### src/rtl/calc1_req_driver_if.sv
// Bundle of the host, calc1 and result handshake signals for calc1_req_driver.
// slave modport: the driver itself. master modport: the environment around it
// (host, calc1 port and result consumer).
interface calc1_req_driver_if;
  logic        host_valid;
  logic        host_ready;
  logic [0:3]  host_cmd;
  logic [0:31] host_op1;
  logic [0:31] host_op2;
  logic [0:3]  req_cmd_out;
  logic [0:31] req_data_out;
  logic [0:1]  calc_resp;
  logic [0:31] calc_data;
  logic        rsp_valid;
  logic        rsp_ready;
  logic [0:1]  rsp_code;
  logic [0:31] rsp_data;
  logic        rsp_timeout;

  modport slave (
    input  host_valid, host_cmd, host_op1, host_op2,
    input  calc_resp, calc_data, rsp_ready,
    output host_ready, req_cmd_out, req_data_out,
    output rsp_valid, rsp_code, rsp_data, rsp_timeout
  );

  modport master (
    output host_valid, host_cmd, host_op1, host_op2,
    output calc_resp, calc_data, rsp_ready,
    input  host_ready, req_cmd_out, req_data_out,
    input  rsp_valid, rsp_code, rsp_data, rsp_timeout
  );
endinterface

### src/rtl/calc1_req_driver.sv
// calc1_req_driver: takes one operation (cmd, op1, op2) from a host, drives it
// onto a calc1 port as two request cycles, waits up to TIMEOUT cycles for the
// response and presents the result on a valid/ready handshake.
// Ports:
//   c_clk      rising-edge clock
//   reset_n    synchronous active-low reset
//   bus        calc1_req_driver_if.slave (host, calc1 request/response, result)
//   stray_err  sticky flag for responses outside WAIT (only with
//              CALC1_DRV_STRAY_CHK_EN defined)
// Optional feature macro: CALC1_DRV_STRAY_CHK_EN.
module calc1_req_driver #(
  parameter int unsigned TIMEOUT = 64
) (
  input  logic               c_clk,
  input  logic               reset_n,
  calc1_req_driver_if.slave  bus
`ifdef CALC1_DRV_STRAY_CHK_EN
  ,
  output logic               stray_err
`endif
);

  localparam int unsigned CMD_W  = 4;
  localparam int unsigned DATA_W = 32;
  localparam int unsigned RESP_W = 2;
  localparam int unsigned CNT_W  = 8;

  typedef enum logic [2:0] {
    S_IDLE = 3'd0,
    S_OP1  = 3'd1,
    S_OP2  = 3'd2,
    S_WAIT = 3'd3,
    S_HOLD = 3'd4
  } state_t;

  state_t state_q, state_d;

  logic [0:CMD_W-1]  req_cmd_q,  req_cmd_d;
  logic [0:DATA_W-1] req_data_q, req_data_d;
  logic              rsp_valid_q, rsp_valid_d;
  logic [0:RESP_W-1] rsp_code_q, rsp_code_d;
  logic [0:DATA_W-1] rsp_data_q, rsp_data_d;
  logic              rsp_to_q,   rsp_to_d;
  logic [CNT_W-1:0]  cnt_q,      cnt_d;
  logic [0:DATA_W-1] op2_q,      op2_d;

  logic resp_seen;
  logic wait_last;

  assign resp_seen = (bus.calc_resp != '0);
  assign wait_last = (cnt_q == CNT_W'(TIMEOUT - 1));

  // State register
  always_ff @(posedge c_clk) begin
    if (!reset_n) state_q <= S_IDLE;
    else          state_q <= state_d;
  end

  // Next-state logic
  always_comb begin
    state_d = state_q;
    unique case (state_q)
      S_IDLE: if (bus.host_valid) state_d = (bus.host_cmd != '0) ? S_OP1 : S_HOLD;
      S_OP1:  state_d = S_OP2;
      S_OP2:  state_d = S_WAIT;
      S_WAIT: if (resp_seen || wait_last) state_d = S_HOLD;
      S_HOLD: if (bus.rsp_ready) state_d = S_IDLE;
      default: state_d = S_IDLE;
    endcase
  end

  // Output logic: next values for the registered outputs, counter and op2.
  // cmd/op1 go straight into the request registers at accept so they are on
  // the bus in the first cycle after the accept edge; only op2 must be held.
  always_comb begin
    req_cmd_d   = '0;
    req_data_d  = '0;
    rsp_valid_d = rsp_valid_q;
    rsp_code_d  = rsp_code_q;
    rsp_data_d  = rsp_data_q;
    rsp_to_d    = rsp_to_q;
    cnt_d       = cnt_q;
    op2_d       = op2_q;
    unique case (state_q)
      S_IDLE: begin
        if (bus.host_valid) begin
          if (bus.host_cmd != '0) begin
            req_cmd_d  = bus.host_cmd;
            req_data_d = bus.host_op1;
            op2_d      = bus.host_op2;
          end else begin
            // Command 0 is rejected locally without touching the bus.
            rsp_valid_d = 1'b1;
            rsp_code_d  = RESP_W'(2);
            rsp_data_d  = '0;
            rsp_to_d    = 1'b0;
          end
        end
      end
      S_OP1: begin
        req_data_d = op2_q;
      end
      S_OP2: begin
        cnt_d = '0;
      end
      S_WAIT: begin
        if (resp_seen) begin
          rsp_valid_d = 1'b1;
          rsp_code_d  = bus.calc_resp;
          rsp_data_d  = bus.calc_data;
          rsp_to_d    = 1'b0;
        end else if (wait_last) begin
          rsp_valid_d = 1'b1;
          rsp_code_d  = '0;
          rsp_data_d  = '0;
          rsp_to_d    = 1'b1;
        end else begin
          cnt_d = cnt_q + CNT_W'(1);
        end
      end
      S_HOLD: begin
        if (bus.rsp_ready) rsp_valid_d = 1'b0;
      end
      default: ;
    endcase
  end

  // Output, counter and operand registers
  always_ff @(posedge c_clk) begin
    if (!reset_n) begin
      req_cmd_q   <= '0;
      req_data_q  <= '0;
      rsp_valid_q <= 1'b0;
      rsp_code_q  <= '0;
      rsp_data_q  <= '0;
      rsp_to_q    <= 1'b0;
      cnt_q       <= '0;
      op2_q       <= '0;
    end else begin
      req_cmd_q   <= req_cmd_d;
      req_data_q  <= req_data_d;
      rsp_valid_q <= rsp_valid_d;
      rsp_code_q  <= rsp_code_d;
      rsp_data_q  <= rsp_data_d;
      rsp_to_q    <= rsp_to_d;
      cnt_q       <= cnt_d;
      op2_q       <= op2_d;
    end
  end

  assign bus.host_ready   = reset_n && (state_q == S_IDLE);
  assign bus.req_cmd_out  = req_cmd_q;
  assign bus.req_data_out = req_data_q;
  assign bus.rsp_valid    = rsp_valid_q;
  assign bus.rsp_code     = rsp_code_q;
  assign bus.rsp_data     = rsp_data_q;
  assign bus.rsp_timeout  = rsp_to_q;

`ifdef CALC1_DRV_STRAY_CHK_EN
  // Sticky flag for a calc1 response arriving while no request is outstanding.
  always_ff @(posedge c_clk) begin
    if (!reset_n)                            stray_err <= 1'b0;
    else if (resp_seen && state_q != S_WAIT) stray_err <= 1'b1;
  end
`endif

endmodule

### src/flat_wrapper.sv
// flat-port wrapper written by rule: the top's interface ports become plain ports
module calc1_req_driver_flat 
#(
  parameter int unsigned TIMEOUT = 64
)
  (c_clk, reset_n, bus_host_valid, bus_host_cmd, bus_host_op1, bus_host_op2, bus_calc_resp, bus_calc_data, bus_rsp_ready, bus_host_ready, bus_req_cmd_out, bus_req_data_out, bus_rsp_valid, bus_rsp_code, bus_rsp_data, bus_rsp_timeout);
  calc1_req_driver_if bus_i ();
  input  logic c_clk;
  input  logic reset_n;
  input wire logic [$bits(bus_i.host_valid)-1:0] bus_host_valid;
  input wire logic [$bits(bus_i.host_cmd)-1:0] bus_host_cmd;
  input wire logic [$bits(bus_i.host_op1)-1:0] bus_host_op1;
  input wire logic [$bits(bus_i.host_op2)-1:0] bus_host_op2;
  input wire logic [$bits(bus_i.calc_resp)-1:0] bus_calc_resp;
  input wire logic [$bits(bus_i.calc_data)-1:0] bus_calc_data;
  input wire logic [$bits(bus_i.rsp_ready)-1:0] bus_rsp_ready;
  output wire logic [$bits(bus_i.host_ready)-1:0] bus_host_ready;
  output wire logic [$bits(bus_i.req_cmd_out)-1:0] bus_req_cmd_out;
  output wire logic [$bits(bus_i.req_data_out)-1:0] bus_req_data_out;
  output wire logic [$bits(bus_i.rsp_valid)-1:0] bus_rsp_valid;
  output wire logic [$bits(bus_i.rsp_code)-1:0] bus_rsp_code;
  output wire logic [$bits(bus_i.rsp_data)-1:0] bus_rsp_data;
  output wire logic [$bits(bus_i.rsp_timeout)-1:0] bus_rsp_timeout;
  assign bus_i.host_valid = bus_host_valid;
  assign bus_i.host_cmd = bus_host_cmd;
  assign bus_i.host_op1 = bus_host_op1;
  assign bus_i.host_op2 = bus_host_op2;
  assign bus_i.calc_resp = bus_calc_resp;
  assign bus_i.calc_data = bus_calc_data;
  assign bus_i.rsp_ready = bus_rsp_ready;
  assign bus_host_ready = bus_i.host_ready;
  assign bus_req_cmd_out = bus_i.req_cmd_out;
  assign bus_req_data_out = bus_i.req_data_out;
  assign bus_rsp_valid = bus_i.rsp_valid;
  assign bus_rsp_code = bus_i.rsp_code;
  assign bus_rsp_data = bus_i.rsp_data;
  assign bus_rsp_timeout = bus_i.rsp_timeout;
  calc1_req_driver #(.TIMEOUT(TIMEOUT)) u_core (.c_clk(c_clk), .reset_n(reset_n), .bus(bus_i));
endmodule
### config.mk
export PLATFORM = sky130hd
export DESIGN_NAME = calc1_req_driver_flat
export DESIGN_NICKNAME = d
export VERILOG_FILES = /design/src/rtl/calc1_req_driver_if.sv /design/src/rtl/calc1_req_driver.sv /design/src/flat_wrapper.sv
export SDC_FILE = /design/constraint.sdc
export NUM_CORES = 1
export LEC_CHECK = 0
export BUFFER_PORTS_ARGS = -buffer_cell sky130_fd_sc_hd__buf_2
export CAP_MARGIN = 20
export CORE_MARGIN = 1.5
export CORE_UTILIZATION = 49
export CTS_BUF_LIST = sky130_fd_sc_hd__clkbuf_8
export CTS_CLUSTER_DIAMETER = 50
export DETAILED_ROUTE_END_ITERATION = 16
export HOLD_SLACK_MARGIN = 0.05
export PLACE_DENSITY = 0.94
export SETUP_SLACK_MARGIN = 0.5
export SKIP_LAST_GASP = 1
export SLEW_MARGIN = 20
export SYNTH_ARGS = -nofsm -noshare
export SYNTH_HDL_FRONTEND = slang
export SYNTH_SLANG_ARGS = --single-unit
### constraint.sdc
create_clock -name c_clk -period 1.8 [get_ports c_clk]
set_input_delay 0.27 -clock c_clk [delete_from_list [all_inputs] [get_ports c_clk]]
set_output_delay 0.27 -clock c_clk [all_outputs]
set_load 0.01 [all_outputs]
---- Yosys cells after proc, flatten, opt, wreduce, memory -nomap -nowiden ----
Index checks and enable logic that the tools add are counted.
word-level totals
  bits of input ports ..................... 106
  bits in registers ....................... 115
  logic and storage cells ................. 67
  output and inout bits ................... 73
cells by class
  eq/ne operators ......................... 12
  add/sub/neg operators ................... 1
  reductions and logical operators ........ 14
  multiplexer cells ....................... 31
operator list
  kind                 number
  $mux 32              6
  $pmux 32 s2          2
  $mux 8               2
  $pmux 8 s2           1
  $pmux 3 s5           1
  $mux 3               4
  $ne 2x2->1 const B   5
  $reduce_and 3->1     3
  $add 8x1->8 const B  1
  $eq 8x6->1 const B   1
  $mux 1               8
  $mux 2               4
  $reduce_and 4->1     2
  $eq 3x2->1 const B   2
  $reduce_bool 2->1    3
  $reduce_and 5->1     1
  $pmux 2 s2           1
  $reduce_bool 4->1    1
  $eq 3x1->1 const B   1
  $eq 3x3->1 const B   1
  $logic_not 3->1      1
  $ne 3x1->1 const B   1
  $pmux 1 s3           1
  $reduce_bool 3->1    1
  4 further kinds      4

---- Longest topological paths before layout ----
  depth in word-level cells ............... 4
  depth in mapped cells ................... 8
  gate-level depth less buffers ........... 5

---- Worst setup path before layout ----
OpenSTA, ideal clock, no wires.
  path type ............................... input to register
  from .................................... in bus_host_cmd[1]
  to ...................................... reg u_core.rsp_data_q (netlist bit u_core.bus.rsp_data[10])
  slack ................................... 0.176 ns
  library setup time ...................... 0.117 ns
  buffers on the path ..................... 1
  cell stages on the path ................. 5
  required time ........................... 1.683 ns
  arrival time ............................ 1.507 ns
  cell sequence ........................... or4_4 o2bb2ai_2 o21a_2 buf_6 a22o_1
between the ends
  cells in the longest elaborated chain, start to end .. 3
ends and longest elaborated chain
  item                               RTL line                 RTL
  start: declaration                 flat_wrapper.sv:11       input wire logic [$bits(bus_i.host_cmd)-1:0] bus_host_cmd;
  $reduce_bool 4->1                  calc1_req_driver.sv:87   if (bus.host_cmd != '0) begin
  $ne 2x2->1 (no source line)        -
  $reduce_and 4->1 (no source line)  -
  end signal: assignment             calc1_req_driver.sv:144  rsp_data_q <= rsp_data_d;
  end: declaration                   calc1_req_driver.sv:42   logic [0:DATA_W-1] rsp_data_q, rsp_data_d;
Every way passes these cells.
A chain may end at the register's enable or synchronous reset.

---- Worst setup path after layout ----
  from .................................... reg u_core.state_q[1]
  to ...................................... reg u_core.req_data_q (netlist bit u_core.bus.req_data_out[11])
between the ends
  cells in the longest elaborated chain, start to end .. 2
  elaborated cells between the ends (all ways) .. 3
  those cells by class .................... eq/ne (1); mux (1); reduce/logical (1)
ends and longest elaborated chain
  item                                           RTL line                 RTL
  start: declaration                             calc1_req_driver.sv:36   state_t state_q, state_d;
  start signal: assignment                       calc1_req_driver.sv:56   else state_q <= state_d;
  $eq 3x1->1 or $logic_not 3->1 (tied branches)  calc1_req_driver.sv:84   unique case (state_q)
  $pmux 32 s2 (*)                                calc1_req_driver.sv:84
  end signal: assignment                         calc1_req_driver.sv:141  req_data_q <= req_data_d;
  end: declaration                               calc1_req_driver.sv:39   logic [0:DATA_W-1] req_data_q, req_data_d;
Every way passes the cells marked *; elsewhere a longest branch is shown, timed or not.

==> results.rst <==
.. list-table::
   :header-rows: 1

   * - Metric
     - Value
   * - Result of the run
     - completed
   * - Master cell of the clock root buffer
     - sky130_fd_sc_hd__clkbuf_8
   * - Height of the die
     - around 94 um
   * - Setup repair after global routing missed its margin
     - true
   * - Detailed-route via count
     - 4394
   * - Required time at the worst-slack endpoint
     - 2.12 ns
   * - Setup total negative slack
     - 0 ns
   * - Initial cell density of the core
     - about half
   * - Final worst path period need
     - around 1.7 ns
   * - Dominant register cell in the synthesized netlist
     - sky130_fd_sc_hd__dfxtp_1
   * - Unique masters post-synth
     - 43
   * - Number of max-cap violations
     - 0
   * - Sequential element share of the synthesized area
     - between 50% and 60%
   * - Pre-Repair DR Iteration Count
     - 4
   * - Pint
     - roughly 5.8 mW
   * - Detailed Route Iter0 Violations
     - approximately 220
   * - Placement row count
     - 33
   * - Relative slew slack
     - 76.9%
   * - Final Instance Area
     - about 6700 sq um
   * - Number of antenna-violating nets in the routed design
     - 0
   * - Top-area cell type share of the netlist area
     - 56.2%
   * - Tcrit/Tclk final
     - 95.9%
   * - Peak supply drop
     - about 0.00068 V
   * - Endpoint with the worst hold slack
     - u_core.bus.rsp_data[3]
   * - Antenna violations before repair
     - 3
   * - Max clock buf depth
     - 2
   * - Count of flip-flops with a built-in enable after synthesis
     - 0
   * - Inserted Clock Buffers
     - 17
   * - Leakage Power
     - just over 3 nW
   * - Count of cells along the worst register-to-register path
     - 7
   * - Cell type with the largest total area after synthesis
     - sky130_fd_sc_hd__dfxtp_1
   * - Clock share of power
     - around 28%
   * - Final HPWL from detailed placement
     - between 7000 and 8000 um
   * - Average via count per standard cell
     - between 5 and 6
   * - Power density of the placed cells
     - between 1000 and 1500 nW/um^2
   * - Clock transition at the register clock pins on the worst setup and hold paths after CTS
     - 0.09 ns
   * - Startpoint of the worst setup timing path
     - u_core.state_q[1]
   * - R2R Path End
     - u_core.bus.req_data_out[11]
   * - Maximum number of pins on one net before global-route repair
     - 33
   * - Flop pwr share
     - 35.4%
   * - Post-synthesis average cell area
     - approximately 9.6 sq um
   * - Register bit count reported by yosys
     - between 100 and 150
   * - Gp weighted congestion
     - 0.816
   * - Launching element type of the critical path
     - flip-flop
   * - TritonCTS clock tree
     - done
   * - Pins over their slew limit
     - 0
   * - Cell count after synthesis
     - about 430
   * - Via count of the first global-routing pass
     - ~4.5k
   * - Routed wire per std cell
     - between 20 and 25 um
   * - Number of standard cells in the layout, taps in and fillers out
     - 774
   * - Share of cells above drive strength 1
     - between 50% and 60%
   * - Most repeated cell in the gate-level netlist after synthesis
     - sky130_fd_sc_hd__dfxtp_1
   * - Clock network latency to the later pin of the worst-skew pair
     - ~0.43 ns
   * - Logic pwr share
     - between 30% and 40%
   * - Num Clock Sinks
     - between 100 and 150
   * - Type of the worst setup path
     - flip-flop to flip-flop
   * - NumNets Final
     - between 700 and 800
   * - Pre-CTS WS
     - -0.00386 ns
   * - Final setup fails
     - 0
   * - Hold path startpoint
     - bus_calc_data[28]
   * - Critical Path Sink Type
     - flip-flop
   * - Filler instances
     - ~450
   * - Wire length of the first global-routing pass
     - 22200 um
   * - Total power
     - 8.79 mW
   * - Tightest Pin Transition
     - between 0.3 and 0.4 ns
   * - Final Hold Vio Count
     - 0
   * - Class of the worst hold path
     - input pin to flip-flop
   * - Congestion Overflow GR
     - 0
   * - Port bufs
     - between 150 and 200
   * - Core ar.
     - around 8200 sq um
   * - Area post-placement
     - approximately 5400 sq um
   * - Global-route total usage across every layer
     - about a third
   * - Top cells by instance count after synthesis
     - sky130_fd_sc_hd__dfxtp_1, sky130_fd_sc_hd__nand2_1, sky130_fd_sc_hd__nor2_1, sky130_fd_sc_hd__a21oi_1
   * - Maximum achievable frequency
     - 579 MHz
   * - Register-to-register path setup slack
     - between 0.07 and 0.08 ns
   * - Mapped Nets
     - 536
   * - Source of the worst register-to-register timing path
     - u_core.state_q[1]
   * - Skew final
     - 0.0275 ns
   * - Final worst setup slack
     - 0.0740 ns
   * - Synth-to-layout area growth
     - 62.5%
   * - Main area contributors after synthesis
     - sky130_fd_sc_hd__dfxtp_1, sky130_fd_sc_hd__nand2_1, sky130_fd_sc_hd__a22o_1
   * - Worst hold slack
     - roughly 0.066 ns
   * - WHS Path Cells
     - 2
   * - Switching power total
     - around 3 mW
   * - Cell area after synthesis
     - about 4100 sq um
   * - Post-synth ARST share
     - 0%
   * - Die area
     - around 8900 sq um
   * - Number of levels in the clock H-tree
     - 4
   * - DRC violation count after routing
     - 0
   * - Wire length after detailed routing
     - roughly 16000 um
   * - Switching power share of the total
     - ~35%
   * - Core occupancy in the finished layout
     - 81.5%
   * - Syn. warnings
     - 0
   * - Highest fanout seen on the critical path
     - 8
   * - Data arrival time at the worst-slack endpoint
     - 2.04 ns
   * - Overall die width
     - about 94 um
   * - Post-Place Cells
     - approximately 700
   * - Top-level port count
     - about 180
## layout by cell type, fill, tap and decap left out, types with 4 or more instances in the layout
master / instances
sky130_fd_sc_hd__a21oi_1: 15
sky130_fd_sc_hd__a21oi_2: 23
sky130_fd_sc_hd__a22o_1: 32
sky130_fd_sc_hd__a22oi_2: 31
sky130_fd_sc_hd__and3_1: 5
sky130_fd_sc_hd__buf_12: 5
sky130_fd_sc_hd__buf_16: 7
sky130_fd_sc_hd__buf_2: 177
sky130_fd_sc_hd__buf_4: 29
sky130_fd_sc_hd__buf_6: 16
sky130_fd_sc_hd__clkbuf_8: 17
sky130_fd_sc_hd__clkinv_2: 4
sky130_fd_sc_hd__dfxtp_1: 106
sky130_fd_sc_hd__dfxtp_2: 6
sky130_fd_sc_hd__inv_1: 4
sky130_fd_sc_hd__nand2_1: 49
sky130_fd_sc_hd__nand2_2: 8
sky130_fd_sc_hd__nand2_4: 18
sky130_fd_sc_hd__nand3_1: 6
sky130_fd_sc_hd__nor2_1: 40
sky130_fd_sc_hd__o21a_4: 4
sky130_fd_sc_hd__o21ai_0: 4
sky130_fd_sc_hd__or3_1: 5
## critical path: stages, from the launching register on
cell and delay (ns):
sky130_fd_sc_hd__dfxtp_4 0.38, sky130_fd_sc_hd__nor3_4 0.23, sky130_fd_sc_hd__buf_6 0.13, sky130_fd_sc_hd__and3_4 0.25
sky130_fd_sc_hd__buf_6 0.16, sky130_fd_sc_hd__buf_16 0.14, sky130_fd_sc_hd__a22oi_2 0.06, sky130_fd_sc_hd__nor2_1 0.28
## cell families after synthesis
logic type,share of synthesized area (%)
adders and majority gates,0.305
buffers and inverters,5.19
and+or+nand+nor,17.1
muxes,0.244
xor gates and xnor gates,0.214
AOI/OAI and AO/OA,20.8
DFF,56.2
## worst max path at each step
stage	slack, ns	to	cells past startpoint
2_1_floorplan	0.19	u_core.bus.rsp_data[10]	5
3_3_place_gp	0.03	u_core.bus.rsp_data[16]	5
3_5_place_dp	-0.004	u_core.bus.rsp_data[0]	5
4_1_cts	0.18	u_core.cnt_q[2]	4
5_1_grt	-0.001	u_core.bus.req_data_out[11]	7
6_report	0.07	u_core.bus.req_data_out[11]	7
## final cells by class
type | count | area [sq um] | area share, %
Clock buffer | 17 | 234 | 3.51
Tap cell | 105 | 131 | 1.97
Clock inverter | 14 | 164 | 2.46
Sequential cell | 115 | 2320 | 34.8
Inverter | 3 | 11.3 | 0.169
Multi-Input combinational cell | 281 | 2190 | 32.9
Antenna cell | 2 | 5.00 | 0.0751
Timing Repair Buffer | 237 | 1610 | 24.1
## what timing repair did
| action | CTS | global route |
|---|---|---|
| pin swaps | 30 | 42 |
| hold endpoints to repair | 2 | 1 |
| cloned | 11 | 0 |
| setup buffers | 19 | 9 |
| setup endpoints to repair | 112 | 116 |
| hold buffers | 2 | 1 |
| resized for setup | 73 | 45 |
## state kept, by name (all words and copies together), names as in the netlist
register and count:
u_core.bus.rsp_code 2, u_core.bus.rsp_valid 1, u_core.bus.req_data_out 32, u_core.op2_q 32
u_core.bus.rsp_timeout 1, u_core.bus.rsp_data 32, u_core.bus.req_cmd_out 4, u_core.state_q 3
u_core.cnt_q 8
## power groups by stage
stage          logic (mW)  registers, mW  clock network (mW)
2_1_floorplan        1.39           3.13                   0
3_3_place_gp         1.87           3.10                   0
3_5_place_dp         1.93           3.12                   0
4_1_cts              2.83           3.09                2.42
5_1_grt              3.40           3.13                2.57
6_report             3.24           3.11                2.44
## per-layer routing
layer / vias up / GRT usage [%] / part of all wire (%)
met4: 0 / 17.7 / 4.7
li1: 1968 / - / -
met2: 268 / 59.2 / 50
met1: 2089 / 35.1 / 37
met5: - / 0 / 0
met3: 69 / 9.50 / 8.7
(Power assumes the default switching activity.)
